File: config.mk
export PLATFORM = sky130hd
export DESIGN_NAME = imem_arbiter
export DESIGN_NICKNAME = d
export VERILOG_FILES = /design/src/rtl/imem_pkg.sv /design/src/rtl/imem_starve_cnt.sv /design/src/rtl/imem_arbiter.sv
export SDC_FILE = /design/constraint.sdc
export NUM_CORES = 1
export LEC_CHECK = 0
export ABC_AREA = 1
export BUFFER_PORTS_ARGS = -buffer_cell sky130_fd_sc_hd__buf_2
export CAP_MARGIN = 0
export CORE_AREA = 5 5 92 94
export DETAILED_ROUTE_END_ITERATION = 10
export DIE_AREA = 0 0 97 99
export GPL_ROUTABILITY_DRIVEN = 0
export MAX_ROUTING_LAYER = met4
export SLEW_MARGIN = 20
export SYNTH_ARGS = -nofsm -noshare
export SYNTH_HDL_FRONTEND = slang
export SYNTH_SLANG_ARGS = --single-unit
File: constraint.sdc
create_clock -name clk -period 1.4 [get_ports clk]
set_input_delay 0.14 -clock clk [delete_from_list [all_inputs] [get_ports clk]]
set_output_delay 0.14 -clock clk [all_outputs]
set_load 0.02 [all_outputs]
File: src/rtl/imem_pkg.sv
// Shared types and constants for the instruction-memory arbiter (imem_arbiter).
// The optional boot lock is selected by defining IMEM_BOOT_LOCK_EN.
package imem_pkg;

  typedef enum logic {
    BOOT = 1'b0,
    RUN  = 1'b1
  } state_e;

  localparam logic [31:0] RV32I_NOP      = 32'h0000_0013;
  localparam int          DEFAULT_ADDR_W = 10;

endpackage

File: src/rtl/imem_starve_cnt.sv
// Loader starvation counter: counts consecutive denied loader cycles, saturating at MAX_WAIT.
// Zero latency on force_l (combinational from the count); no backpressure of its own.
module imem_starve_cnt #(
  parameter int MAX_WAIT = 4
) (
  input  logic clk,
  input  logic rst,
  input  logic l_req,
  input  logic l_gnt,
  output logic force_l
);

  logic [3:0] wait_cnt_d;
  logic [3:0] wait_cnt_q;

  always_comb begin
    wait_cnt_d = wait_cnt_q;
    if (rst || !l_req || l_gnt) begin
      wait_cnt_d = 4'd0;
    end else if (wait_cnt_q != 4'(MAX_WAIT)) begin
      wait_cnt_d = wait_cnt_q + 4'd1;
    end
  end

  always_ff @(posedge clk) begin
    wait_cnt_q <= wait_cnt_d;
  end

  assign force_l = (wait_cnt_q == 4'(MAX_WAIT)) && l_req;

endmodule

File: src/rtl/imem_arbiter.sv
// Arbitrates fetch (fixed priority) and loader onto one SRAM port; reads return 1 cycle after grant,
// losers retry via the combinational gnt. Define IMEM_BOOT_LOCK_EN to hold fetch off until boot_done.
module imem_arbiter
  import imem_pkg::*;
#(
  parameter int ADDR_W   = DEFAULT_ADDR_W,
  parameter int MAX_WAIT = 4
) (
  input  logic              clk,
  input  logic              rst,
  input  logic              f_req,
  input  logic [31:0]       f_addr,
  output logic              f_gnt,
  output logic              f_rvalid,
  output logic [31:0]       f_rdata,
  output logic              f_err,
  input  logic              l_req,
  input  logic              l_we,
  input  logic [31:0]       l_addr,
  input  logic [31:0]       l_wdata,
  output logic              l_gnt,
  output logic              l_rvalid,
  output logic [31:0]       l_rdata,
  input  logic              boot_done,
  output logic              mem_en,
  output logic              mem_we,
  output logic [ADDR_W-1:0] mem_addr,
  output logic [31:0]       mem_wdata,
  input  logic [31:0]       mem_rdata
);

  state_e state;
  logic   force_l;
  logic   f_bad;
  logic   l_bad;

`ifdef IMEM_BOOT_LOCK_EN
  state_e state_d;
  state_e state_q;

  always_comb begin
    state_d = state_q;
    if (rst) begin
      state_d = BOOT;
    end else if ((state_q == BOOT) && boot_done) begin
      state_d = RUN;
    end
  end

  always_ff @(posedge clk) begin
    state_q <= state_d;
  end

  assign state = state_q;
`else
  logic unused_boot_done;

  assign state            = RUN;
  assign unused_boot_done = boot_done;
`endif

  assign f_bad = (f_addr[1:0] != 2'b00) || (f_addr[31:ADDR_W+2] != '0);
  assign l_bad = (l_addr[1:0] != 2'b00) || (l_addr[31:ADDR_W+2] != '0);

  imem_starve_cnt #(
    .MAX_WAIT(MAX_WAIT)
  ) u_starve (
    .clk    (clk),
    .rst    (rst),
    .l_req  (l_req),
    .l_gnt  (l_gnt),
    .force_l(force_l)
  );

  always_comb begin
    f_gnt = 1'b0;
    l_gnt = 1'b0;
    if (!rst) begin
      if (state == BOOT) begin
        l_gnt = l_req;
      end else if (force_l) begin
        l_gnt = 1'b1;
      end else begin
        f_gnt = f_req;
        l_gnt = l_req && !f_req;
      end
    end
  end

  // Bad addresses are still granted so the requester moves on, but never reach the SRAM.
  always_comb begin
    mem_en    = 1'b0;
    mem_we    = 1'b0;
    mem_addr  = '0;
    mem_wdata = '0;
    if (f_gnt && !f_bad) begin
      mem_en   = 1'b1;
      mem_addr = f_addr[ADDR_W+1:2];
    end else if (l_gnt && !l_bad) begin
      mem_en    = 1'b1;
      mem_we    = l_we;
      mem_addr  = l_addr[ADDR_W+1:2];
      mem_wdata = l_we ? l_wdata : 32'd0;
    end
  end

  logic f_pend_d, f_pend_q;
  logic f_nop_d,  f_nop_q;
  logic l_pend_d, l_pend_q;
  logic l_zero_d, l_zero_q;

  // Grants are already forced low under rst, so a response never launches from a reset cycle.
  always_comb begin
    f_pend_d = f_gnt;
    f_nop_d  = f_gnt && f_bad;
    l_pend_d = l_gnt && !l_we;
    l_zero_d = l_gnt && !l_we && l_bad;
  end

  always_ff @(posedge clk) begin
    f_pend_q <= f_pend_d;
    f_nop_q  <= f_nop_d;
    l_pend_q <= l_pend_d;
    l_zero_q <= l_zero_d;
  end

  assign f_rvalid = f_pend_q;
  assign f_err    = f_nop_q;
  assign f_rdata  = f_nop_q ? RV32I_NOP : (f_pend_q ? mem_rdata : 32'd0);
  assign l_rvalid = l_pend_q;
  assign l_rdata  = (l_pend_q && !l_zero_q) ? mem_rdata : 32'd0;

endmodule

==> metrics <==
status=finished with violations; failing checks=negative setup slack; count leader, synth=nor2_1; Worst R2R Setup Slack=-0.12 ns; post-synthesis sequential area ratio=11.1%; global-route wire length before repair=12200 um; Reg2Reg Capture Point=f_err$_DFF_P_; Worst setup startpoint=u_starve.wait_cnt_q[1]$_SDFFE_PP0P_; dpl cells=637; Mapped Area=0.00144 mm^2; IO Port Bufs=245; Data required, critical path=1.26 ns; worst setup margin=-0.359 ns; ant diodes=0; Final Core Density=44.9%; R2R cell count=11; Worst setup SP type=flip-flop; Synth warnings=0; initial antenna violation count=0; Starting Density=19.0%; Sink Count=8; gr usage total=15.5%; Final Max Tran Viols=0; Detail Placement HPWL=6360 um; Worst-path clk slew=0.04 ns; LEAKAGE=2.19 nW; via count=2558; number of CTS-inserted buffers=3; Post-Layout Cell Count=649; Crit Path Category=flip-flop to output port; grt total ovfl=0; top cells by area, synth=nor2_1 (25%), inv_1 (20%), nor2_2 (13%); crit-path cells=inv_2 > ha_4 > nand3_4 > a21boi_4 > nand3_4 > buf_6 > buf_16 > nor2_4 > buf_6; Worst Setup EP=mem_wdata[2]; ys async rst share=0%; Tot Pwr=1.06 mW; Tmin final=1.76 ns; period utilization=126%; Routed Antenna Nets=0; clk root buf=clkbuf_8; top cells by count, synth=nor2_1 (96), inv_1 (77), nor2_2 (29); synthesized flop and latch total=8; Routed WL per cell=11.6 um; DIE WIDTH=97 um; final hold vios=0; DRC violations left=0; Fin Hold WS=0.248 ns; syn avg cell area=4.96 um^2; Finish-stage setup viols=49; Worst-Margin Slew=0.206 ns; Netlist cell types=21; crit path buf inv count=4; Vias/cell=3.94; cells after synthesis=290; CTS tree=built; drt total wl=7540 um; Core ar.=0.00757 mm^2; placement row count=32; P per Cell Area=311 mW/mm^2; die span in y=99 um; maximum VDD drop=0.000235 V; worst stage delay on the critical path=0.32 ns; largest net degree at the start of global routing=33; Area growth, synth to finish=136%; CTS H-tree lvls=1; Die Area=0.00960 mm^2; worst-skew pair later-pin latency=0.23 ns; reg-to-reg startpoint=u_starve.wait_cnt_q[1]$_SDFFE_PP0P_; RSZ-0062 raised after global routing=yes; CTS max path bufs=2; First-pass DRT Iterations=4; instance count on the critical path=9; Slew HR=86.1%; crit path max fanout=8; setup_tns=-14.19 ns; 1st-iter DRT viols=19; Syn Nets=426; fmax=0.569 GHz; critical path endpoint category=output port; Slowest cell on crit path=dfxtp_2; Max Cap Viol=0; # hold bufs at CTS=0; Worst Skew=0.00253 ns; worst min path class=primary input to flip-flop; Worst EP arrival=1.62 ns; vias in the first global route=2707; Final Net Count=685; EDFF count, synth=0; fraction of layout cells with a size suffix above 1=58.3%; I/O pin count=247; largest area contributor in the netlist=nor2_1; Synth Flop Type=dfxtp_1; CP top delay family=buffers and inverters; share of the synthesized area in the top cell type=25.1%
==> final cells by class <==
type | instances | area (um^2)
fill | 796 | 4170
tap | 102 | 128
clock buffer | 3 | 41.3
inverter | 77 | 289
sequential | 8 | 164
timing repair buffer | 267 | 1680
multi-input combinational | 192 | 1090
==> how the worst min path moves through the flow <==
| stage | end | start | cells after the start | slack, ns |
|---|---|---|---|---|
| after floorplan | l_rvalid$_DFF_P_ | l_we | 1 | 0.22 |
| after global placement | f_err$_DFF_P_ | f_addr[23] | 5 | 0.49 |
| after detailed placement | f_err$_DFF_P_ | f_addr[23] | 5 | 0.49 |
| after CTS | f_err$_DFF_P_ | f_addr[23] | 5 | 0.25 |
| after global routing | l_rvalid$_DFF_P_ | l_we | 3 | 0.28 |
| final | f_err$_DFF_P_ | f_addr[23] | 5 | 0.25 |
==> stage by stage <==
stage	setup slack (ns)	instance area, um^2
after detailed placement	-0.138	3000
after floorplan	-0.0546	1630
after global placement	-0.131	3000
after CTS	-0.363	3400
after global routing	-0.439	3400
final	-0.359	3400
==> where the power goes <==
group	switching (mW)	internal [mW]	total, mW
clock network	0.0924	0.186	0.279
logic	0.288	0.248	0.535
registers	0.00570	0.237	0.243
total	0.386	0.671	1.06
==> worst reg2reg max path, cell delays in order, from the launching register on <==
cell,delay [ns]
dfxtp_2,0.32
inv_2,0.06
ha_4,0.14
nand3_4,0.08
buf_4,0.15
o21ai_2,0.12
inv_2,0.07
buf_6,0.13
buf_4,0.12
buf_4,0.12
o21ai_0,0.06
inv_1,0.05
==> layer usage <==
| layer | global-route usage, % | vias to the layer above | wire length, um |
|---|---|---|---|
| met4 | 3.89 | 0 | 76 |
| li1 | - | 1337 | - |
| met2 | 29.8 | 150 | 4040 |
| met1 | 15.6 | 1067 | 2690 |
| met3 | 3.89 | 4 | 738 |
| met5 | - | - | 0 |
==> state kept, by name (all words and copies together) (netlist names) <==
register / flops
f_err: 1
f_rvalid: 1
l_rvalid: 1
l_zero_q: 1
u_starve.wait_cnt_q: 4
==> cell usage in the layout, fill, tap and decap left out, types with 2 or more instances in the layout <==
master,Yosys,final
buf_2,2,207
nor2_1,96,92
inv_1,77,72
nor2_4,1,31
buf_6,3,28
buf_4,2,27
nand2_1,26,25
nand3_1,21,21
o21ai_0,7,6
inv_2,0,5
dfxtp_1,8,5
nand4_1,3,3
nor2_2,29,3
clkbuf_8,0,3
dfxtp_2,0,3
nand3_4,1,2
buf_16,0,2
buf_12,0,2
==> what timing repair did <==
item / 4_1_cts / 5_1_grt
resized for setup: 71 / 10
buffers inserted: 7 / 0
pin swaps: 2 / 2
endpoints found under the setup margin: 62 / 82
cloned: 3 / 0
==> kinds of logic after synthesis <==
kind of cell	after synthesis	share of synthesized area, %
compound gates	9	4.09
fa+ha+maj	2	1.74
xor+xnor	1	0.609
buf+inv	90	25.8
simple gates	180	56.7
flops	8	11.1
Power figures use the tool's default switching activity.
